--- config.mk ---
export PLATFORM = sky130hd
export DESIGN_NAME = sm83_dbg_uart
export DESIGN_NICKNAME = d
export VERILOG_FILES = /design/src/rtl/sm83_dbg_uart.sv
export SDC_FILE = /design/constraint.sdc
export NUM_CORES = 1
export LEC_CHECK = 0
export BUFFER_PORTS_ARGS = -buffer_cell sky130_fd_sc_hd__buf_2
export CORE_MARGIN = 5
export CORE_UTILIZATION = 35
export DETAILED_ROUTE_END_ITERATION = 16
export SYNTH_ARGS = -nofsm -noshare
export SYNTH_HDL_FRONTEND = slang
export SYNTH_SLANG_ARGS = --single-unit
--- constraint.sdc ---
create_clock -name clk -period 3.75 [get_ports clk]
set_clock_uncertainty 0.2 [all_clocks]
set_input_delay 0.5625 -clock clk [delete_from_list [all_inputs] [get_ports clk]]
set_output_delay 0.5625 -clock clk [all_outputs]
set_load 0.02 [all_outputs]
--- src/rtl/sm83_dbg_uart.sv ---
// sm83_dbg_uart: 8N1 UART bridge in front of the SM83 debug interface.
// RX bytes are buffered and presented on a toggle (seq/ack) handshake; TX bytes
// are taken from a toggle handshake and serialised LSB first.
// Optional build macro SM83_DBG_UART_RXFIFO_EN: 4-entry RX FIFO instead of a
// single holding register.
module sm83_dbg_uart #(
    parameter int unsigned CLKS_PER_BIT = 16
) (
    input  logic       clk,
    input  logic       reset,
    input  logic       rxd,
    output logic       txd,
    output logic [7:0] data_rx,
    output logic       data_rx_valid,
    output logic       data_rx_seq,
    input  logic       data_rx_ack,
    input  logic [7:0] data_tx,
    input  logic       data_tx_seq,
    output logic       data_tx_ack,
    output logic       frame_err,
    output logic       overrun
);

    localparam logic [15:0] BitLast  = 16'(CLKS_PER_BIT - 1);
    localparam logic [15:0] HalfLast = 16'(CLKS_PER_BIT / 2 - 1);

`ifdef SM83_DBG_UART_RXFIFO_EN
    localparam int unsigned Depth = 4;
`else
    localparam int unsigned Depth = 1;
`endif

    localparam int unsigned PtrW = (Depth > 1) ? $clog2(Depth) : 1;
    localparam int unsigned CntW = $clog2(Depth + 1);
    localparam logic [PtrW-1:0] PtrLast = PtrW'(Depth - 1);
    localparam logic [CntW-1:0] CntFull = CntW'(Depth);

    typedef enum logic [2:0] {RxIdle, RxStart, RxData, RxStop, RxWaitHigh} rx_state_e;
    typedef enum logic [1:0] {TxIdle, TxStart, TxData, TxStop} tx_state_e;

    // ------------------------------------------------------------------
    // RX synchroniser
    // ------------------------------------------------------------------
    logic [1:0] sync_q;
    logic       rx_s;

    // Two-flop synchroniser for the asynchronous serial input, idles high.
    always_ff @(posedge clk) begin
        if (!reset) begin
            sync_q <= 2'b11;
        end else begin
            sync_q <= {sync_q[0], rxd};
        end
    end

    assign rx_s = sync_q[1];

    // ------------------------------------------------------------------
    // RX framer
    // ------------------------------------------------------------------
    rx_state_e   rx_state_q, rx_state_d;
    logic [15:0] rx_cnt_q, rx_cnt_d;
    logic [2:0]  rx_bit_q, rx_bit_d;
    logic [7:0]  rx_shift_q, rx_shift_d;
    logic        rx_done;
    logic        rx_ferr;

    // RX framer state register.
    always_ff @(posedge clk) begin
        if (!reset) begin
            rx_state_q <= RxIdle;
            rx_cnt_q   <= '0;
            rx_bit_q   <= '0;
            rx_shift_q <= '0;
        end else begin
            rx_state_q <= rx_state_d;
            rx_cnt_q   <= rx_cnt_d;
            rx_bit_q   <= rx_bit_d;
            rx_shift_q <= rx_shift_d;
        end
    end

    // RX next state: mid-bit sampling, glitch rejection and stop-bit check.
    always_comb begin
        rx_state_d = rx_state_q;
        rx_cnt_d   = rx_cnt_q;
        rx_bit_d   = rx_bit_q;
        rx_shift_d = rx_shift_q;
        rx_done    = 1'b0;
        rx_ferr    = 1'b0;
        case (rx_state_q)
            RxIdle: begin
                if (!rx_s) begin
                    rx_state_d = RxStart;
                    rx_cnt_d   = '0;
                end
            end
            RxStart: begin
                if (rx_cnt_q == HalfLast) begin
                    rx_cnt_d   = '0;
                    rx_bit_d   = '0;
                    // Line back high at mid start bit: treat as a glitch.
                    rx_state_d = rx_s ? RxIdle : RxData;
                end else begin
                    rx_cnt_d = rx_cnt_q + 16'd1;
                end
            end
            RxData: begin
                if (rx_cnt_q == BitLast) begin
                    rx_cnt_d   = '0;
                    rx_shift_d = {rx_s, rx_shift_q[7:1]};
                    if (rx_bit_q == 3'd7) begin
                        rx_state_d = RxStop;
                    end else begin
                        rx_bit_d = rx_bit_q + 3'd1;
                    end
                end else begin
                    rx_cnt_d = rx_cnt_q + 16'd1;
                end
            end
            RxStop: begin
                if (rx_cnt_q == BitLast) begin
                    rx_cnt_d = '0;
                    if (rx_s) begin
                        rx_done    = 1'b1;
                        rx_state_d = RxIdle;
                    end else begin
                        rx_ferr    = 1'b1;
                        rx_state_d = RxWaitHigh;
                    end
                end else begin
                    rx_cnt_d = rx_cnt_q + 16'd1;
                end
            end
            RxWaitHigh: begin
                if (rx_s) begin
                    rx_state_d = RxIdle;
                end
            end
            default: rx_state_d = RxIdle;
        endcase
    end

    // ------------------------------------------------------------------
    // RX buffer and presentation
    // ------------------------------------------------------------------
    logic [7:0]      mem_q [Depth];
    logic [PtrW-1:0] wr_ptr_q, rd_ptr_q;
    logic [CntW-1:0] count_q;
    logic            buf_full;
    logic            pop;
    logic            push;
    logic            drop;
    logic [7:0]      data_rx_q;
    logic            rx_seq_q;
    logic            frame_err_q;
    logic            overrun_q;

    assign data_rx_valid = rx_seq_q ^ data_rx_ack;
    assign buf_full      = (count_q == CntFull);
    assign pop           = !data_rx_valid && (count_q != '0);
    // A pop in the same cycle frees a slot for the incoming byte.
    assign push          = rx_done && (!buf_full || pop);
    assign drop          = rx_done && buf_full && !pop;

    // Buffer storage; contents are don't-care while the count says empty.
    always_ff @(posedge clk) begin
        if (push) begin
            mem_q[wr_ptr_q] <= rx_shift_q;
        end
    end

    // Buffer pointers, occupancy, presented byte and status pulses.
    always_ff @(posedge clk) begin
        if (!reset) begin
            wr_ptr_q    <= '0;
            rd_ptr_q    <= '0;
            count_q     <= '0;
            data_rx_q   <= 8'h00;
            rx_seq_q    <= 1'b0;
            frame_err_q <= 1'b0;
            overrun_q   <= 1'b0;
        end else begin
            if (push) begin
                wr_ptr_q <= (wr_ptr_q == PtrLast) ? '0 : wr_ptr_q + PtrW'(1);
            end
            if (pop) begin
                rd_ptr_q  <= (rd_ptr_q == PtrLast) ? '0 : rd_ptr_q + PtrW'(1);
                data_rx_q <= mem_q[rd_ptr_q];
                rx_seq_q  <= ~rx_seq_q;
            end
            case ({push, pop})
                2'b10:   count_q <= count_q + CntW'(1);
                2'b01:   count_q <= count_q - CntW'(1);
                default: count_q <= count_q;
            endcase
            frame_err_q <= rx_ferr;
            overrun_q   <= drop;
        end
    end

    assign data_rx     = data_rx_q;
    assign data_rx_seq = rx_seq_q;
    assign frame_err   = frame_err_q;
    assign overrun     = overrun_q;

    // ------------------------------------------------------------------
    // TX serialiser
    // ------------------------------------------------------------------
    tx_state_e   tx_state_q, tx_state_d;
    logic [15:0] tx_cnt_q, tx_cnt_d;
    logic [2:0]  tx_bit_q, tx_bit_d;
    logic [7:0]  tx_shift_q, tx_shift_d;
    logic        txd_q, txd_d;
    logic        tx_ack_q, tx_ack_d;

    // TX state register; txd is registered so it is glitch-free.
    always_ff @(posedge clk) begin
        if (!reset) begin
            tx_state_q <= TxIdle;
            tx_cnt_q   <= '0;
            tx_bit_q   <= '0;
            tx_shift_q <= '0;
            txd_q      <= 1'b1;
            tx_ack_q   <= 1'b0;
        end else begin
            tx_state_q <= tx_state_d;
            tx_cnt_q   <= tx_cnt_d;
            tx_bit_q   <= tx_bit_d;
            tx_shift_q <= tx_shift_d;
            txd_q      <= txd_d;
            tx_ack_q   <= tx_ack_d;
        end
    end

    // TX next state: accept a request only in idle, then emit start/data/stop.
    always_comb begin
        tx_state_d = tx_state_q;
        tx_cnt_d   = tx_cnt_q;
        tx_bit_d   = tx_bit_q;
        tx_shift_d = tx_shift_q;
        txd_d      = txd_q;
        tx_ack_d   = tx_ack_q;
        case (tx_state_q)
            TxIdle: begin
                txd_d = 1'b1;
                if (data_tx_seq != tx_ack_q) begin
                    tx_shift_d = data_tx;
                    tx_ack_d   = data_tx_seq;
                    tx_state_d = TxStart;
                    tx_cnt_d   = '0;
                    txd_d      = 1'b0;
                end
            end
            TxStart: begin
                if (tx_cnt_q == BitLast) begin
                    tx_cnt_d   = '0;
                    tx_bit_d   = '0;
                    tx_state_d = TxData;
                    txd_d      = tx_shift_q[0];
                end else begin
                    tx_cnt_d = tx_cnt_q + 16'd1;
                end
            end
            TxData: begin
                if (tx_cnt_q == BitLast) begin
                    tx_cnt_d = '0;
                    if (tx_bit_q == 3'd7) begin
                        tx_state_d = TxStop;
                        txd_d      = 1'b1;
                    end else begin
                        tx_bit_d   = tx_bit_q + 3'd1;
                        tx_shift_d = {1'b0, tx_shift_q[7:1]};
                        txd_d      = tx_shift_q[1];
                    end
                end else begin
                    tx_cnt_d = tx_cnt_q + 16'd1;
                end
            end
            TxStop: begin
                txd_d = 1'b1;
                if (tx_cnt_q == BitLast) begin
                    tx_cnt_d   = '0;
                    tx_state_d = TxIdle;
                end else begin
                    tx_cnt_d = tx_cnt_q + 16'd1;
                end
            end
            default: tx_state_d = TxIdle;
        endcase
    end

    assign txd         = txd_q;
    assign data_tx_ack = tx_ack_q;

endmodule

==> tab_implementation.tex, run 1 <==
\begin{tabular}{lr}
\hline
Metric & Value \\
\hline
\multicolumn{2}{l}{\textbf{Run status}} \\
\quad Outcome & finished, final reports clean \\
\multicolumn{2}{l}{\textbf{Critical path}} \\
\quad Arrival time worst endpoint & 2.54 ns \\
\quad Category of the worst setup path launch point & flip-flop \\
\quad Required time at the worst-slack endpoint & 3.55 ns \\
\quad Maximum fanout along the worst path & 8 \\
\quad CP endpoint kind & flip-flop \\
\quad Worst reg-to-reg path cell count & 5 \\
\quad Critical path class & reg2reg \\
\multicolumn{2}{l}{\textbf{Synthesis}} \\
\quad Number of library cell types mapped by synthesis & 54 \\
\quad Yosys warns & 0 \\
\quad Number of synthesized flops with an enable pin & 8 \\
\quad Register area share after synthesis & 44.6\% \\
\quad Main flop type after synthesis & sky130\_fd\_sc\_hd\_\_dfxtp\_1 \\
\quad Post-synthesis register bit count & 83 \\
\quad Post-Syn Nets & 454 \\
\quad Synthesized area per cell & 9.07 um2 \\
\quad Fraction of registers with async set or reset after synthesis & 0\% \\
\quad Cell count after synthesis & 431 \\
\quad Cell area after synthesis & 3910 um2 \\
\multicolumn{2}{l}{\textbf{Timing}} \\
\quad Unrepaired setup endpoints after global routing & false \\
\quad Count of final hold-check violations & 0 \\
\quad Fin. max-slew vios & 0 \\
\quad Setup violators final & 0 \\
\quad Crit share post-route & 73.1\% \\
\quad Worst-Margin Slew & 0.813 ns \\
\quad Maximum clock frequency & 0.365 GHz \\
\quad Tightest slew margin relative to the limit & 45.8\% \\
\quad Accumulated negative setup slack & 0 ns \\
\quad Fin crit period & 2.74 ns \\
\multicolumn{2}{l}{\textbf{CTS}} \\
\quad Setup repair bufs after CTS & 0 \\
\quad Total clock buffers created by CTS & 9 \\
\quad Sink count of the clock tree & 83 \\
\quad Root buffer cell & sky130\_fd\_sc\_hd\_\_clkbuf\_8 \\
\quad Maximum clock path buffer count & 2 \\
\quad Number of buffers inserted for hold repair after clock tree synthesis & 0 \\
\quad Skew-Pair Late Insertion Delay & 0.37 ns \\
\quad CTS HTree Levels & 3 \\
\quad CTS tree & done \\
\quad Total of cells resized after clock tree synthesis & 0 \\
\quad Clock input transition at the sequential cells of the worst setup and hold paths & 0.10 ns \\
\multicolumn{2}{l}{\textbf{Die}} \\
\quad Core area & 10,900 um2 \\
\quad Die extent in y & 116 um \\
\quad Boundary pin count & 27 \\
\quad DIE AREA & 13,400 um2 \\
\quad Placement Rows & 38 \\
\quad Initial Util & 35.9\% \\
\quad Die boundary width & 116 um \\
\multicolumn{2}{l}{\textbf{Global route}} \\
\quad Overall Global Routing Usage & 12.7\% \\
\quad First-pass GRT wire length & 13.9 mm \\
\quad Global-route congestion overflow total & 0 \\
\quad Largest net degree at the start of global routing & 33 \\
\quad Vias in the first global route & 3,006 \\
\quad Number of antenna violations at the first check in global routing & 0 \\
\multicolumn{2}{l}{\textbf{Cells and area}} \\
\quad Layout Nets & 473 \\
\quad Share of final-layout standard cells stronger than drive strength 1 & 12.5\% \\
\quad \# fillers & 1,075 \\
\quad Area added between synthesis and finish & 11.1\% \\
\quad Post-Route Utilization & 39.9\% \\
\quad Antenna Diode Count & 0 \\
\multicolumn{2}{l}{\textbf{Drt}} \\
\quad DRC Markers & 0 \\
\quad Met2 WL post-DR & 3.73 mm \\
\quad Uppermost layer routed & met4 \\
\quad Average wire length per cell after detail routing & 13.4 um \\
\quad Antenna viol nets, final & 0 \\
\quad Met1 layer wirelength in the final routing & 3.80 mm \\
\quad Length of the first detailed-routing pass in iterations & 4 \\
\quad Routed WL & 7.95 mm \\
\quad Violation count after the first detailed-routing iteration & 128 \\
\quad Count of vias placed by the detailed router & 3,048 \\
\quad Met3 wire length & 355 um \\
\quad Detailed-route vias per instance & 5.12 \\
\multicolumn{2}{l}{\textbf{Placed design}} \\
\quad Total of buffers placed on input and output ports & 26 \\
\quad Final weighted congestion in routability-driven placement & 0.796 \\
\quad HPWL after detailed placement & 5.62 mm \\
\multicolumn{2}{l}{\textbf{Hold path}} \\
\quad Worst hold path class & in2reg \\
\quad Hold path depth & 2 \\
\multicolumn{2}{l}{\textbf{Flow run}} \\
\quad Max Cap Viol & 0 \\
\multicolumn{2}{l}{\textbf{Pwr}} \\
\quad Peak ir drop on the vdd network & 0.000352 V \\
\quad Power per standard cell area & 511 nW/um2 \\
\quad P\_leak & 0.00163 uW \\
\hline
\end{tabular}
[flip-flops by register name, summed over array words and instances (netlist names), 2 cells and up]
register    count
data_rx         8
mem_q           8
rx_bit_q        3
rx_cnt_q       16
rx_shift_q      8
rx_state_q      3
sync_q          2
tx_bit_q        3
tx_cnt_q       16
tx_shift_q      8
tx_state_q      2
[final timing paths]
path            endpoint         start  slack (ns)
max          mem_q[0][3]  rx_cnt_q[15]        1.01
min            sync_q[0]           rxd        0.17
max reg2reg  mem_q[0][3]  rx_cnt_q[15]        1.01
min reg2reg    sync_q[1]     sync_q[0]        0.22
[metal layers]
layer,vias up,track usage [%]
li1,1569,-
met1,1424,16.8
met2,49,20.6
met3,6,3.34
met4,0,3.71
met5,-,0
[cells by family (layout without fill, tap and decap cells)]
group                    Yosys count  in the layout  synth area share, %
AND/OR/NAND/NOR                  177            177                 23.3
flip-flops                        83             83                 44.6
AO/OA/AOI/OAI                     77             77                 13.0
multiplexers                      34             34                 8.71
buffers and inverters             33             57                 3.36
XOR/XNOR                          17             17                 3.81
adder cells (fa/ha/maj)           10             10                 3.20
[worst max-delay path, cell delays in order, from the launching register on]
cell and delay (ns):
sky130_fd_sc_hd__dfxtp_1 0.37, sky130_fd_sc_hd__nor4_1 0.39, sky130_fd_sc_hd__and4_1 0.29, sky130_fd_sc_hd__nand3_1 0.14
sky130_fd_sc_hd__or3_1 0.38, sky130_fd_sc_hd__a21oi_1 0.60
[cells in the final DEF, fill, tap and decap left out, types with 4 or more instances in the layout]
| cell type | netlist | routed |
|---|---|---|
| sky130_fd_sc_hd__dfxtp_1 | 75 | 75 |
| sky130_fd_sc_hd__nor2_1 | 62 | 62 |
| sky130_fd_sc_hd__nand2_1 | 37 | 37 |
| sky130_fd_sc_hd__mux2i_1 | 34 | 34 |
| sky130_fd_sc_hd__buf_2 | 5 | 26 |
| sky130_fd_sc_hd__a21oi_1 | 23 | 23 |
| sky130_fd_sc_hd__o21ai_0 | 15 | 15 |
| sky130_fd_sc_hd__inv_1 | 13 | 13 |
| sky130_fd_sc_hd__xnor2_1 | 13 | 13 |
| sky130_fd_sc_hd__nor3_1 | 11 | 11 |
| sky130_fd_sc_hd__nand3_1 | 10 | 10 |
| sky130_fd_sc_hd__ha_1 | 10 | 10 |
| sky130_fd_sc_hd__a211oi_1 | 9 | 9 |
| sky130_fd_sc_hd__clkbuf_8 | 0 | 9 |
| sky130_fd_sc_hd__nand2b_1 | 8 | 8 |
| sky130_fd_sc_hd__edfxtp_1 | 8 | 8 |
| sky130_fd_sc_hd__and2_1 | 7 | 7 |
| sky130_fd_sc_hd__nor4_1 | 6 | 6 |
| sky130_fd_sc_hd__or3_1 | 5 | 5 |
| sky130_fd_sc_hd__nand4_1 | 5 | 5 |
| sky130_fd_sc_hd__and3_1 | 5 | 5 |
| sky130_fd_sc_hd__a31oi_1 | 5 | 5 |
| sky130_fd_sc_hd__inv_8 | 0 | 5 |
| sky130_fd_sc_hd__xor2_1 | 4 | 4 |
| sky130_fd_sc_hd__and4_1 | 4 | 4 |
[where the power goes]
group	switching [uW]	total, uW	internal, uW
registers	48.7	1010	959
logic	357	566	209
clock network	380	647	267
[cell type report]
class / count / area [um2] / area share, %
clock buffer: 9 / 124 / 2.85
clock inverter: 7 / 73.8 / 1.70
inverter: 13 / 48.8 / 1.12
multi-input combinational: 315 / 2040 / 46.9
sequential: 83 / 1740 / 40.1
tap: 140 / 175 / 4.03
timing repair buffer: 28 / 145 / 3.34
[synth_stat cells (all sizes together), types with 4 or more instances]
cell type  number  area [um2]
a31oi           5        31.3
a21oi          23         115
or3             5        31.3
nor3           12        65.1
nor4            9        92.6
nand4           5        31.3
xor2            4        35.0
and3            5        31.3
ha             10         125
clkbuf         14        53.8
dfxtp          75        1500
edfxtp          8         240
and4            4        35.0
buf             6        28.8
nor2           62         233
nand2b          8        50.1
o21ai          15        75.1
nand2          37         139
nand3          10        50.1
and2            7        43.8
mux2i          34         340
a211oi         10        80.1
xnor2          13         114
inv            13        48.8
[stage by stage]
step | cells | setup slack (ns) | instance area, um2 | hold slack (ns) | total power [uW]
final | 595 | 1.01 | 4340 | 0.172 | 2220
after global routing | 595 | 0.807 | 4340 | 0.171 | 2370
after CTS | 595 | 0.966 | 4340 | 0.158 | 2250
after detailed placement | 579 | 0.998 | 4150 | 0.196 | 1590
after global placement | 579 | 1.08 | 4150 | 0.194 | 1580
after floorplan | 431 | 1.35 | 3910 | 0.186 | 1480
Power figures use the tool's default switching activity.
==> run 2: changes to the inputs <==
--- a/config.mk
+++ b/config.mk
@@ -5,6 +5,7 @@
 export SDC_FILE = /design/constraint.sdc
 export NUM_CORES = 1
 export LEC_CHECK = 0
+export ABC_AREA = 1
 export BUFFER_PORTS_ARGS = -buffer_cell sky130_fd_sc_hd__buf_2
 export CORE_MARGIN = 5
 export CORE_UTILIZATION = 35
==> constraint.sdc (replaced) <==
create_clock -name clk -period 2.3 [get_ports clk]
set_clock_uncertainty 0.2 [all_clocks]
set_input_delay 0.345 -clock clk [delete_from_list [all_inputs] [get_ports clk]]
set_output_delay 0.345 -clock clk [all_outputs]
set_load 0.02 [all_outputs]
==> run 2 against run 1 <==
Effect of this change: clock power up 140%; non-clock buffer count up 14; critical path depth decreased by 1; flip-flop and latch count unchanged; wire length up 13%; worst hold slack worse by 0.096 ns; via count grew 24%.
==> tab_implementation.tex, run 2 <==
\begin{tabular}{lr}
\hline
Metric & Value \\
\hline
\multicolumn{2}{l}{\textbf{Run status}} \\
\quad Outcome & finished, final reports clean \\
\multicolumn{2}{l}{\textbf{Critical path}} \\
\quad Category of the worst setup path launch point & input port \\
\quad Crit Reg-Reg Endpoint & tx\_bit\_q[2] \\
\quad FF-to-FF setup slack & 0.29 ns (-0.72 ns) \\
\quad Worst reg-to-reg path cell count & 7 (+2) \\
\quad Maximum fanout along the worst path & 2 (-6) \\
\quad Critical path class & in2out \\
\quad Arrival time worst endpoint & 1.53 ns (-1.01 ns) \\
\quad CP endpoint kind & output pin \\
\quad Reg2reg start & tx\_state\_q[0] \\
\quad Required time at the worst-slack endpoint & 1.75 ns (-1.80 ns) \\
\multicolumn{2}{l}{\textbf{Cells and area}} \\
\quad Area added between synthesis and finish & 16.4\% \\
\quad Most frequent standard cell in the layout excluding fill and tap cells & sky130\_fd\_sc\_hd\_\_nand2\_1 \\
\quad Registers with the highest flip-flop counts & rx\_cnt\_q (16), tx\_cnt\_q (16) \\
\quad Post-Route Utilization & 41.1\% (+1.2 points) \\
\quad Layout Nets & 653 (+38\%) \\
\quad Antenna Diode Count & 0 (unchanged) \\
\quad Share of final-layout standard cells stronger than drive strength 1 & 17.5\% (+5.0 points) \\
\quad Commonest non-fill, non-tap cells in the layout & sky130\_fd\_sc\_hd\_\_nand2\_1, sky130\_fd\_sc\_hd\_\_dfxtp\_1, sky130\_fd\_sc\_hd\_\_nor2\_1, sky130\_fd\_sc\_hd\_\_inv\_1, sky130\_fd\_sc\_hd\_\_a21oi\_1 \\
\multicolumn{2}{l}{\textbf{CTS}} \\
\quad Skew-Pair Late Insertion Delay & 0.34 ns (-0.03 ns) \\
\quad CTS tree & done \\
\quad CTS HTree Levels & 3 (unchanged) \\
\quad Total clock buffers created by CTS & 9 (unchanged) \\
\quad Maximum clock path buffer count & 2 (unchanged) \\
\quad Root buffer cell & sky130\_fd\_sc\_hd\_\_clkbuf\_16 \\
\quad Clock input transition at the sequential cells of the worst setup and hold paths & 0.06 ns (-0.04 ns) \\
\quad Sink count of the clock tree & 83 (unchanged) \\
\multicolumn{2}{l}{\textbf{Timing}} \\
\quad Fin. max-slew vios & 0 (unchanged) \\
\quad Tightest slew margin relative to the limit & 64.1\% (+18 points) \\
\quad Count of final hold-check violations & 0 (unchanged) \\
\quad Unrepaired setup endpoints after global routing & false \\
\quad Accumulated negative setup slack & 0 ns (unchanged) \\
\quad Fin crit period & 2.07 ns \\
\quad Worst-Margin Slew & 0.538 ns (-0.275 ns) \\
\quad Crit share post-route & 90.1\% \\
\quad Maximum clock frequency & 0.482 GHz \\
\quad Setup violators final & 0 (unchanged) \\
\multicolumn{2}{l}{\textbf{Drt}} \\
\quad Count of vias placed by the detailed router & 3,767 (+24\%) \\
\quad Average wire length per cell after detail routing & 11.5 um (-14\%) \\
\quad Length of the first detailed-routing pass in iterations & 5 (+1) \\
\quad Detailed-route vias per instance & 4.82 (-6.0\%) \\
\quad DRC Markers & 0 (unchanged) \\
\quad Antenna viol nets, final & 0 (unchanged) \\
\quad Routed WL & 8.96 mm (+13\%) \\
\quad Violation count after the first detailed-routing iteration & 302 (+140\%) \\
\multicolumn{2}{l}{\textbf{Global route}} \\
\quad Largest net degree at the start of global routing & 20 (-39\%) \\
\quad First-pass GRT wire length & 15.7 mm (+13\%) \\
\quad Number of antenna violations at the first check in global routing & 0 (unchanged) \\
\quad Overall Global Routing Usage & 13.2\% (+0.44 points) \\
\quad Vias in the first global route & 3,523 (+17\%) \\
\quad Global-route congestion overflow total & 0 (unchanged) \\
\multicolumn{2}{l}{\textbf{Synthesis}} \\
\quad Number of library cell types mapped by synthesis & 38 (-30\%) \\
\quad Yosys warns & 0 (unchanged) \\
\quad Synthesized area per cell & 7.12 um2 (-22\%) \\
\quad Cell count after synthesis & 591 (+37\%) \\
\quad Cell with the most instances after synthesis & sky130\_fd\_sc\_hd\_\_nand2\_1 \\
\quad Post-Syn Nets & 614 (+35\%) \\
\quad Number of synthesized flops with an enable pin & 8 (unchanged) \\
\quad Fraction of registers with async set or reset after synthesis & 0\% (unchanged) \\
\quad Biggest area contributors in the synthesized netlist & sky130\_fd\_sc\_hd\_\_dfxtp\_1, sky130\_fd\_sc\_hd\_\_nand2\_1, sky130\_fd\_sc\_hd\_\_a21oi\_1 \\
\quad Dominant cell type by area after synthesis & sky130\_fd\_sc\_hd\_\_dfxtp\_1 \\
\quad Leading cell types by count after synthesis & sky130\_fd\_sc\_hd\_\_nand2\_1, sky130\_fd\_sc\_hd\_\_dfxtp\_1, sky130\_fd\_sc\_hd\_\_nor2\_1 \\
\quad Main flop type after synthesis & sky130\_fd\_sc\_hd\_\_dfxtp\_1 \\
\quad Area share of the leading cell type in the synthesized netlist & 35.7\% (-2.7 points) \\
\quad Register area share after synthesis & 41.4\% (-3.1 points) \\
\quad Post-synthesis register bit count & 83 (unchanged) \\
\quad Cell area after synthesis & 4210 um2 (+7.6\%) \\
\multicolumn{2}{l}{\textbf{Hold path}} \\
\quad Worst hold path class & in2reg \\
\quad Worst Hold Path EP & data\_tx\_ack \\
\quad Hold\_sp & data\_tx\_seq \\
\quad Hold path depth & 3 (+1) \\
\multicolumn{2}{l}{\textbf{Die}} \\
\quad Initial Util & 35.3\% (-0.60 points) \\
\quad Die boundary width & 120 um (+3.4\%) \\
\quad DIE AREA & 14,300 um2 (+6.9\%) \\
\quad Boundary pin count & 27 (unchanged) \\
\quad Placement Rows & 40 (+5.3\%) \\
\quad Core area & 11,900 um2 (+9.4\%) \\
\quad Die extent in y & 120 um (+3.4\%) \\
\multicolumn{2}{l}{\textbf{Flow run}} \\
\quad Max Cap Viol & 0 (unchanged) \\
\multicolumn{2}{l}{\textbf{Placed design}} \\
\quad Final weighted congestion in routability-driven placement & 0.853 (+7.2\%) \\
\quad HPWL after detailed placement & 6.64 mm (+18\%) \\
\quad Total of buffers placed on input and output ports & 26 (unchanged) \\
\multicolumn{2}{l}{\textbf{Pwr}} \\
\quad Peak ir drop on the vdd network & 0.000493 V (+40\%) \\
\quad Power per standard cell area & 970 nW/um2 (+90\%) \\
\quad P\_leak & 0.00209 uW (+29\%) \\
\hline
\end{tabular}
## run 2: logic make-up after synthesis
| kind of cell | share of synthesized area, % |
|---|---|
| AO/OA/AOI/OAI | 11.0 |
| XOR/XNOR | 1.04 |
| adder cells (fa/ha/maj) | 2.98 |
| buffers and inverters | 7.74 |
| flip-flops | 41.4 |
| AND/OR/NAND/NOR | 35.8 |
## run 2: how the worst max path moves through the flow
stage | slack, ns | from | cells past startpoint | to
4_1_cts | 0.13 | rx_cnt_q[6] | 5 | mem_q[0][2]
6_report | 0.23 | data_rx_ack | 4 | data_rx_valid
3_5_place_dp | 0.16 | rx_cnt_q[6] | 5 | mem_q[0][3]
2_1_floorplan | 0.29 | data_rx_seq | 4 | mem_q[0][0]
3_3_place_gp | 0.24 | rx_cnt_q[6] | 5 | mem_q[0][4]
5_1_grt | 0.03 | tx_state_q[0] | 7 | tx_bit_q[2]
## run 2: power by group
| part | leakage (uW) | internal, uW | switching [uW] |
|---|---|---|---|
| logic | 0.00125 | 499 | 980 |
| clock network | 0.000160 | 960 | 594 |
| registers | 0.000682 | 1610 | 106 |
## run 2: cell type report
class	instances	area, um2
timing repair buffer	42	255
inverter	66	248
clock buffer	9	225
fill	1248	7020
multi-input combinational	428	2140
tap	147	184
sequential	83	1740
clock inverter	7	100
## run 2: per-stage QoR
step | power, uW | worst slack [ns] | hold slack, ns | instances | cell area [um2]
global route | 5090 | 0.0301 | 0.105 | 782 | 4890
floorplan | 2880 | 0.293 | 0.193 | 591 | 4210
finish | 4750 | 0.227 | 0.0762 | 782 | 4890
global placement | 3180 | 0.236 | 0.196 | 764 | 4550
CTS | 4800 | 0.126 | 0.0641 | 782 | 4890
detailed placement | 3230 | 0.160 | 0.207 | 764 | 4550
## run 2: timing repair
item / CTS / global route
endpoints found under the hold margin: 2 / 0
setup buffers: 0 / 0
gates resized for setup: 0 / 1
hold buffers: 2 / 0
endpoints found under the setup margin: 0 / 8
## run 2: routing by layer
layer	global-route usage (%)	vias up	wire (um)
met5	0	-	0
met4	3.51	0	99
met3	4.38	9	486
met2	21.4	79	4040
met1	16.8	1694	4340
li1	-	1985	-
## run 2: worst max-delay path: stages
cell	delay (ns)
sky130_fd_sc_hd__dlygate4sd3_1	0.53
sky130_fd_sc_hd__buf_2	0.13
sky130_fd_sc_hd__xor2_1	0.29
sky130_fd_sc_hd__buf_2	0.23
